`config.mk`:
```
export PLATFORM = sky130hd
export DESIGN_NAME = pyhdl_if_via_evq
export DESIGN_NICKNAME = d
export VERILOG_FILES = /design/src/rtl/pyhdl_if_via_evq_pkg.sv /design/src/rtl/pyhdl_if_via_evq_mem.sv /design/src/rtl/pyhdl_if_via_evq.sv
export SDC_FILE = /design/constraint.sdc
export NUM_CORES = 1
export LEC_CHECK = 0
export ABC_AREA = 0
export CAP_MARGIN = 10
export CORE_ASPECT_RATIO = 0.5
export CORE_MARGIN = 2
export CORE_UTILIZATION = 50
export CTS_CLUSTER_SIZE = 28
export DETAILED_ROUTE_END_ITERATION = 16
export GPL_TIMING_DRIVEN = 0
export PLACE_DENSITY = 0.69
export REMOVE_ABC_BUFFERS = 1
export SYNTH_ARGS = -nofsm -noshare
export SYNTH_HDL_FRONTEND = slang
export SYNTH_SLANG_ARGS = --single-unit
```
`constraint.sdc`:
```
create_clock -name clock -period 7.85 [get_ports clock]
set_clock_uncertainty 0.2 [all_clocks]
set_input_delay 1.1775 -clock clock [delete_from_list [all_inputs] [get_ports clock]]
set_output_delay 1.1775 -clock clock [all_outputs]
set_load 0.05 [all_outputs]
```
`src/rtl/pyhdl_if_via_evq_pkg.sv`:
```
// -----------------------------------------------------------------------------
// pyhdl_if_via_evq_pkg
// Shared types for the VIA listener -> Python bridge event queue.
//   evq_kind_t   : 4-bit event kind. Codes 8..15 are reserved but legal and
//                  pass through the queue unchanged.
//   evq_entry_t  : layout of one queued entry at the default widths
//                  (ID 32 bits, sequence 16 bits). The top packs entries in
//                  the same field order {lost, seq, id, kind} for any width.
//   EVQ_DROP_CNT_W : width of the dropped-event counter.
// -----------------------------------------------------------------------------
package pyhdl_if_via_evq_pkg;

    localparam int EVQ_DROP_CNT_W = 16;
    localparam int EVQ_DFLT_ID_W  = 32;
    localparam int EVQ_DFLT_SEQ_W = 16;

    typedef enum logic [3:0] {
        EVQ_PHASE_START = 4'd0,
        EVQ_PHASE_END   = 4'd1,
        EVQ_OBJ_CREATE  = 4'd2,
        EVQ_OBJ_DESTROY = 4'd3,
        EVQ_MSG         = 4'd4,
        EVQ_USER        = 4'd5,
        EVQ_USER_6      = 4'd6,
        EVQ_USER_7      = 4'd7
    } evq_kind_t;

    typedef struct packed {
        logic                      lost;
        logic [EVQ_DFLT_SEQ_W-1:0] seq;
        logic [EVQ_DFLT_ID_W-1:0]  id;
        evq_kind_t                 kind;
    } evq_entry_t;

endpackage

```
`src/rtl/pyhdl_if_via_evq_mem.sv`:
```
// -----------------------------------------------------------------------------
// pyhdl_if_via_evq_mem
// DEPTH x W register array, one synchronous write port, one asynchronous
// read port. Contents are not reset; occupancy tracking lives in the top.
//   clock     : write clock
//   we_i      : write enable
//   waddr_i   : write address
//   wdata_i   : write data
//   raddr_i   : read address
//   rdata_o   : read data (combinational from raddr_i)
// -----------------------------------------------------------------------------
module pyhdl_if_via_evq_mem
    import pyhdl_if_via_evq_pkg::*;
#(
    parameter int DEPTH = 8,
    parameter int W     = 53
) (
    input  logic                     clock,
    input  logic                     we_i,
    input  logic [$clog2(DEPTH)-1:0] waddr_i,
    input  logic [W-1:0]             wdata_i,
    input  logic [$clog2(DEPTH)-1:0] raddr_i,
    output logic [W-1:0]             rdata_o
);

    logic [W-1:0] mem_q [DEPTH];

    // Storage write port.
    always_ff @(posedge clock) begin
        if (we_i) begin
            mem_q[waddr_i] <= wdata_i;
        end
    end

    assign rdata_o = mem_q[raddr_i];

endmodule

```
`src/rtl/pyhdl_if_via_evq.sv`:
```
// -----------------------------------------------------------------------------
// pyhdl_if_via_evq
// Event queue between the VIA root listener and the Python call-out bridge.
// Each accepted notification is stamped with a wrapping sequence number,
// buffered, and presented in order on a registered valid/ready output.
//   clock, reset_n          : clock, asynchronous active-low reset
//   in_valid/in_ready       : listener handshake; in_kind, in_id payload
//   flush                   : synchronous clear of all queued entries
//   out_valid/out_ready     : bridge handshake; out_kind/out_id/out_seq/out_lost
//   level                   : current occupancy
//   drop_cnt                : saturating count of discarded events
// Build option PYHDL_IF_VIA_EVQ_DROP_EN: in_ready is tied high, events that
// arrive while full are dropped and flagged on the next accepted entry.
// Without it the queue back-pressures and out_lost/drop_cnt are constant 0.
// -----------------------------------------------------------------------------
module pyhdl_if_via_evq
    import pyhdl_if_via_evq_pkg::*;
#(
    parameter int DEPTH = 8,
    parameter int ID_W  = 32,
    parameter int SEQ_W = 16
) (
    input  logic                      clock,
    input  logic                      reset_n,
    input  logic                      in_valid,
    output logic                      in_ready,
    input  evq_kind_t                 in_kind,
    input  logic [ID_W-1:0]           in_id,
    input  logic                      flush,
    output logic                      out_valid,
    input  logic                      out_ready,
    output evq_kind_t                 out_kind,
    output logic [ID_W-1:0]           out_id,
    output logic [SEQ_W-1:0]          out_seq,
    output logic                      out_lost,
    output logic [$clog2(DEPTH):0]    level,
    output logic [EVQ_DROP_CNT_W-1:0] drop_cnt
);

    localparam int AW = $clog2(DEPTH);
    localparam int LW = AW + 1;
    localparam int EW = 1 + SEQ_W + ID_W + 4;

    logic [AW-1:0]    wr_ptr_q, wr_ptr_d, rd_ptr_q, rd_ptr_d;
    logic [LW-1:0]    level_q, level_d, remain_s;
    logic [SEQ_W-1:0] seq_q, seq_d;
    logic             out_valid_q, out_valid_d;
    evq_kind_t        out_kind_q;
    logic [ID_W-1:0]  out_id_q;
    logic [SEQ_W-1:0] out_seq_q;
    logic             out_lost_q;

    logic             pop_s, accept_s, seq_inc_s, we_s, lost_in_s;
    logic [EW-1:0]    wr_entry_s, rd_entry_s, head_s;

    assign pop_s = out_valid_q & out_ready;

`ifdef PYHDL_IF_VIA_EVQ_DROP_EN
    logic                      drop_s;
    logic                      lost_pend_q, lost_pend_d;
    logic [EVQ_DROP_CNT_W-1:0] drop_q, drop_d;

    // Accept/drop decision; a pop frees the slot a same-cycle push needs.
    // During flush every offered event is consumed (and discarded).
    always_comb begin
        accept_s  = in_valid & (flush | (level_q != LW'(DEPTH)) | pop_s);
        drop_s    = in_valid & ~accept_s;
        seq_inc_s = in_valid;
        lost_in_s = lost_pend_q;
        if (drop_s) begin
            lost_pend_d = 1'b1;
        end else if (accept_s && !flush) begin
            lost_pend_d = 1'b0;
        end else begin
            lost_pend_d = lost_pend_q;
        end
        if (drop_s && (drop_q != 16'hFFFF)) begin
            drop_d = drop_q + 16'd1;
        end else begin
            drop_d = drop_q;
        end
    end

    // Drop counter and pending-lost flag; both survive flush.
    always_ff @(posedge clock or negedge reset_n) begin
        if (!reset_n) begin
            drop_q      <= 16'd0;
            lost_pend_q <= 1'b0;
        end else begin
            drop_q      <= drop_d;
            lost_pend_q <= lost_pend_d;
        end
    end

    assign in_ready = 1'b1;
    assign drop_cnt = drop_q;
`else
    logic in_ready_q;

    // Back-pressure mode: acceptance depends only on registered state.
    always_comb begin
        accept_s  = in_valid & in_ready_q;
        seq_inc_s = accept_s;
        lost_in_s = 1'b0;
    end

    // in_ready is registered from next-cycle occupancy, so no path from out_ready.
    always_ff @(posedge clock or negedge reset_n) begin
        if (!reset_n) begin
            in_ready_q <= 1'b1;
        end else begin
            in_ready_q <= (level_d != LW'(DEPTH));
        end
    end

    assign in_ready = in_ready_q;
    assign drop_cnt = 16'd0;
`endif

    // A push during flush still consumes a sequence number but is not stored.
    assign we_s       = accept_s & ~flush;
    assign wr_entry_s = {lost_in_s, seq_q, in_id, in_kind};

    pyhdl_if_via_evq_mem #(
        .DEPTH (DEPTH),
        .W     (EW)
    ) u_mem (
        .clock   (clock),
        .we_i    (we_s),
        .waddr_i (wr_ptr_q),
        .wdata_i (wr_entry_s),
        .raddr_i (rd_ptr_d),
        .rdata_o (rd_entry_s)
    );

    // Pointer, level, sequence and next-head computation.
    always_comb begin
        wr_ptr_d = wr_ptr_q;
        rd_ptr_d = rd_ptr_q;
        level_d  = level_q;
        if (pop_s) begin
            remain_s = level_q - LW'(1);
        end else begin
            remain_s = level_q;
        end
        if (flush) begin
            wr_ptr_d = AW'(0);
            rd_ptr_d = AW'(0);
            level_d  = LW'(0);
        end else begin
            if (accept_s) begin
                wr_ptr_d = wr_ptr_q + AW'(1);
            end else begin
                wr_ptr_d = wr_ptr_q;
            end
            if (pop_s) begin
                rd_ptr_d = rd_ptr_q + AW'(1);
            end else begin
                rd_ptr_d = rd_ptr_q;
            end
            if (accept_s && !pop_s) begin
                level_d = level_q + LW'(1);
            end else if (!accept_s && pop_s) begin
                level_d = level_q - LW'(1);
            end else begin
                level_d = level_q;
            end
        end
        if (seq_inc_s) begin
            seq_d = seq_q + SEQ_W'(1);
        end else begin
            seq_d = seq_q;
        end
        // When no older entry survives this edge, the new head is the entry
        // being written now (the storage read would still see stale data).
        if (remain_s == LW'(0)) begin
            head_s = wr_entry_s;
        end else begin
            head_s = rd_entry_s;
        end
        out_valid_d = ~flush & (level_d != LW'(0));
    end

    // Queue state registers.
    always_ff @(posedge clock or negedge reset_n) begin
        if (!reset_n) begin
            wr_ptr_q <= AW'(0);
            rd_ptr_q <= AW'(0);
            level_q  <= LW'(0);
            seq_q    <= SEQ_W'(0);
        end else begin
            wr_ptr_q <= wr_ptr_d;
            rd_ptr_q <= rd_ptr_d;
            level_q  <= level_d;
            seq_q    <= seq_d;
        end
    end

    // Output registers; payload holds while the queue is empty.
    always_ff @(posedge clock or negedge reset_n) begin
        if (!reset_n) begin
            out_valid_q <= 1'b0;
            out_kind_q  <= EVQ_PHASE_START;
            out_id_q    <= ID_W'(0);
            out_seq_q   <= SEQ_W'(0);
            out_lost_q  <= 1'b0;
        end else begin
            out_valid_q <= out_valid_d;
            if (out_valid_d) begin
                out_kind_q <= evq_kind_t'(head_s[3:0]);
                out_id_q   <= head_s[ID_W+3:4];
                out_seq_q  <= head_s[SEQ_W+ID_W+3:ID_W+4];
                out_lost_q <= head_s[EW-1];
            end
        end
    end

    assign out_valid = out_valid_q;
    assign out_kind  = out_kind_q;
    assign out_id    = out_id_q;
    assign out_seq   = out_seq_q;
    assign out_lost  = out_lost_q;
    assign level     = level_q;

endmodule

```
==> impl_metrics.py <==
metrics = {
    "run_status": {
        "status": "complete, no violations",
    },
    "clocking": {
        "clkTransAtPathRegs_ns": 0.06,
        "cts-hold-fix-buffers": 0,
        "clock_latency_ns": 0.56,
        "numCtsBuffers": 45,
        "cts_tree": "done",
        "ctsLongestPathBuffers": 3,
        "cts_htree_levels": 2,
        "cts_resized": 0,
        "cts_sinks": 496,
        "ctsRootBufferMaster": "clkbuf_16",
        "cts_setup_buffers": 0,
    },
    "worst_setup_path": {
        "slowest_stage": "clkdlybuf4s50_1",
        "slowest_delay_ns": 0.69,
        "worstReg2RegEnd": "out_id[25]",
        "setup.worst_path.end_class": "register",
        "crit_end": "out_id[25]",
        "r2r-start": "out_valid",
        "arrival_ns": 4.86,
        "reg2reg_slack_ns": 4.00,
        "crit_top_cell": "buf_16",
        "crit_required_ns": 8.08,
        "startpoint_type": "input port",
        "critPathLaunch": "out_ready",
        "crit_chain": "clkdlybuf4s50_1 -> a21bo_2 -> a21o_4 -> buf_16 -> buf_16 -> mux2i_1 -> a21oi_1 -> o311a_1 -> mux2_2",
        "cp_max_fo": 76,
        "crit_type": "in2reg",
        "rr_worst_depth": 8,
    },
    "timing": {
        "worst-slew-pin-transition_ns": 1.11,
        "clock.fmax_mhz": 216,
        "period_share_pct": 58.9,
        "drv_slew": 0,
        "hold_viol": 0,
        "rsz0062_at_grt": "false",
        "worst_slack_ns": 3.23,
        "setup_viol": 0,
        "slew_headroom_pct": 25.8,
        "whs_ns": 0.306,
        "period_minus_slack_ns": 4.62,
    },
    "place": {
        "dpl_cell_area_um2": 22500,
        "dpl.hpwl_um": 28500,
        "port_buffers": 98,
        "gp_congestion": 0.743,
        "pre_cts_ws_ns": 2.69,
        "dp.cells": 1891,
    },
    "synthesis": {
        "yosys_warnings": 0,
        "ys_seq_elements": 496,
        "yosys.area.top_type_share_pct": 61.4,
        "syn_inst": 1302,
        "async_reset_ff_share_pct": 16.1,
        "synth.cell_area_um2": 20400,
        "synth.most_common_cell": "edfxtp_1",
        "ys_top_cells_by_count": "416 x edfxtp_1, 107 x nand3_1, 94 x mux2i_1",
        "synth_top_flop_cell": "edfxtp_1",
        "yosysSeqAreaShare_pct": 71.2,
        "synth.avg_cell_area_um2": 15.6,
        "synth_cell_type_count": 53,
        "synth_edf_count": 416,
        "synth_area_leaders": "edfxtp_1 61%, dfrtp_1 9.7%, mux2i_1 4.6%",
        "yosys.area.top_type": "edfxtp_1",
    },
    "global_route": {
        "overflow": 0,
        "use_met1_pct": 31.2,
        "grt_use_total_pct": 22.7,
        "grt_max_degree": 77,
        "first_global_vias": 12200,
        "grt-busiest-layer": "met2",
        "grtUsageMet2_pct": 37.9,
        "antenna_found_initial": 2,
        "grt_pass1_wl_um": 72700,
        "grtUsageMet3_pct": 3.61,
    },
    "floorplan": {
        "initial_core_util_pct": 50.5,
        "die_area_um2": 42400,
        "ioPinCount": 116,
        "die-width_um": 289,
        "die_h_um": 147,
        "num_rows": 52,
        "coreArea_um2": 40300,
    },
    "layout": {
        "layoutNonFillerInstCount": 1974,
        "layout.nets": 1444,
        "final_area_um2": 23900,
        "area_delta_synth_final_pct": 17.6,
        "drive_gt1_share_pct": 14.0,
    },
    "routing": {
        "viasPerCell": 6.10,
        "firstDrtPassIters": 5,
        "ant_nets": 0,
        "drtIter0Drc": 1165,
        "wirelength_um": 47900,
        "vias": 12000,
        "route.detailed.drc": 0,
        "wl_per_cell_um": 24.3,
    },
    "job": {
        "cap_violations": 0,
    },
    "power": {
        "totalPowerFinal_mw": 6.99,
        "power_leakage_nw": 8.15,
        "peakVddDrop_v": 0.000161,
        "power_density_nw_per_um2": 292,
    },
    "hold_path": {
        "hold_path_class": "reg2reg",
        "holdPathStages": 1,
    },
}
-- worst max-delay path, delay by kind of cell --
family | cells | cell delay, ns
AOI/OAI and AO/OA | 4 | 1.65
buffers and inverters | 3 | 1.42
muxes | 2 | 0.53
-- cell families after synthesis --
logic type               after synthesis  synth area share, %
AND/OR/NAND/NOR                      264                 7.05
XOR/XNOR                              21                0.941
other                                  1               0.0184
multiplexers                         158                 8.22
AO/OA/AOI/OAI                        227                 8.97
flip-flops                           496                 71.2
adder cells (fa/ha/maj)                5                0.307
buffers and inverters                130                 3.27
-- layout by cell type (no fill, tap or decap), drive strengths merged, types with 18 or more instances in the layout --
cell           synthesis  layout
a21oi                 45      45
clkbuf                40      65
nand2                 18      18
edfxtp               416     416
o311a                 40      40
mux2i                 95      95
nand3                107     107
xnor2                 18      18
a211oi                43      43
clkdlybuf4s50          0      97
buf                   75      51
and3                  58      58
nand2b                43      43
mux2                  63      63
dfrtp                 79      79
o2111ai               40      40
-- per-stage QoR --
step,TNS [ns],util [%]
after global placement,-436.80,53.3
final,0,59.4
after floorplan,0,-
after detailed placement,0,55.8
after global routing,0,59.4
after CTS,0,59.4
-- power by group --
part	switching, mW	internal (mW)	total, mW
clock	0.934	1.26	2.20
combinational	0.971	0.583	1.55
sequential	0.158	3.08	3.24
total	2.06	4.93	6.99
-- how the worst min path moves through the flow --
| stage | from | to | slack, ns |
|---|---|---|---|
| 2_1_floorplan | wr_ptr_q[0] | wr_ptr_q[0] | 0.35 |
| 3_3_place_gp | out_id[1] | out_id[1] | 0.29 |
| 3_5_place_dp | out_seq[2] | out_seq[2] | 0.29 |
| 4_1_cts | out_seq[2] | out_seq[2] | 0.31 |
| 5_1_grt | out_id[31] | out_id[31] | 0.32 |
| 6_report | out_id[31] | out_id[31] | 0.31 |
-- layout make-up --
class                   instances  area, um2
fillers                      2866      16300
repair buffers                148       1910
clock inverters                16        205
well taps                     540        676
clock buffers                  65       1240
inverters                      15       58.8
flip-flops and latches        496      14500
diodes                          2       5.00
multi-input cells             692       5350
-- layer usage --
| layer | wire length [um] | up-vias |
|---|---|---|
| li1 | - | 5326 |
| met1 | 20100 | 6214 |
| met2 | 23900 | 427 |
| met3 | 3000 | 71 |
| met4 | 909 | 0 |
| met5 | 0 | - |
-- state kept, by name, indices dropped and copies added (netlist names), 3 cells and up --
| register | count |
|---|---|
| seq_q | 16 |
| wr_ptr_q | 3 |
| out_id | 32 |
| u_mem.mem_q | 416 |
| level | 4 |
| out_kind | 4 |
| rd_ptr_q | 3 |
| out_seq | 16 |
(Power assumes the default switching activity.)
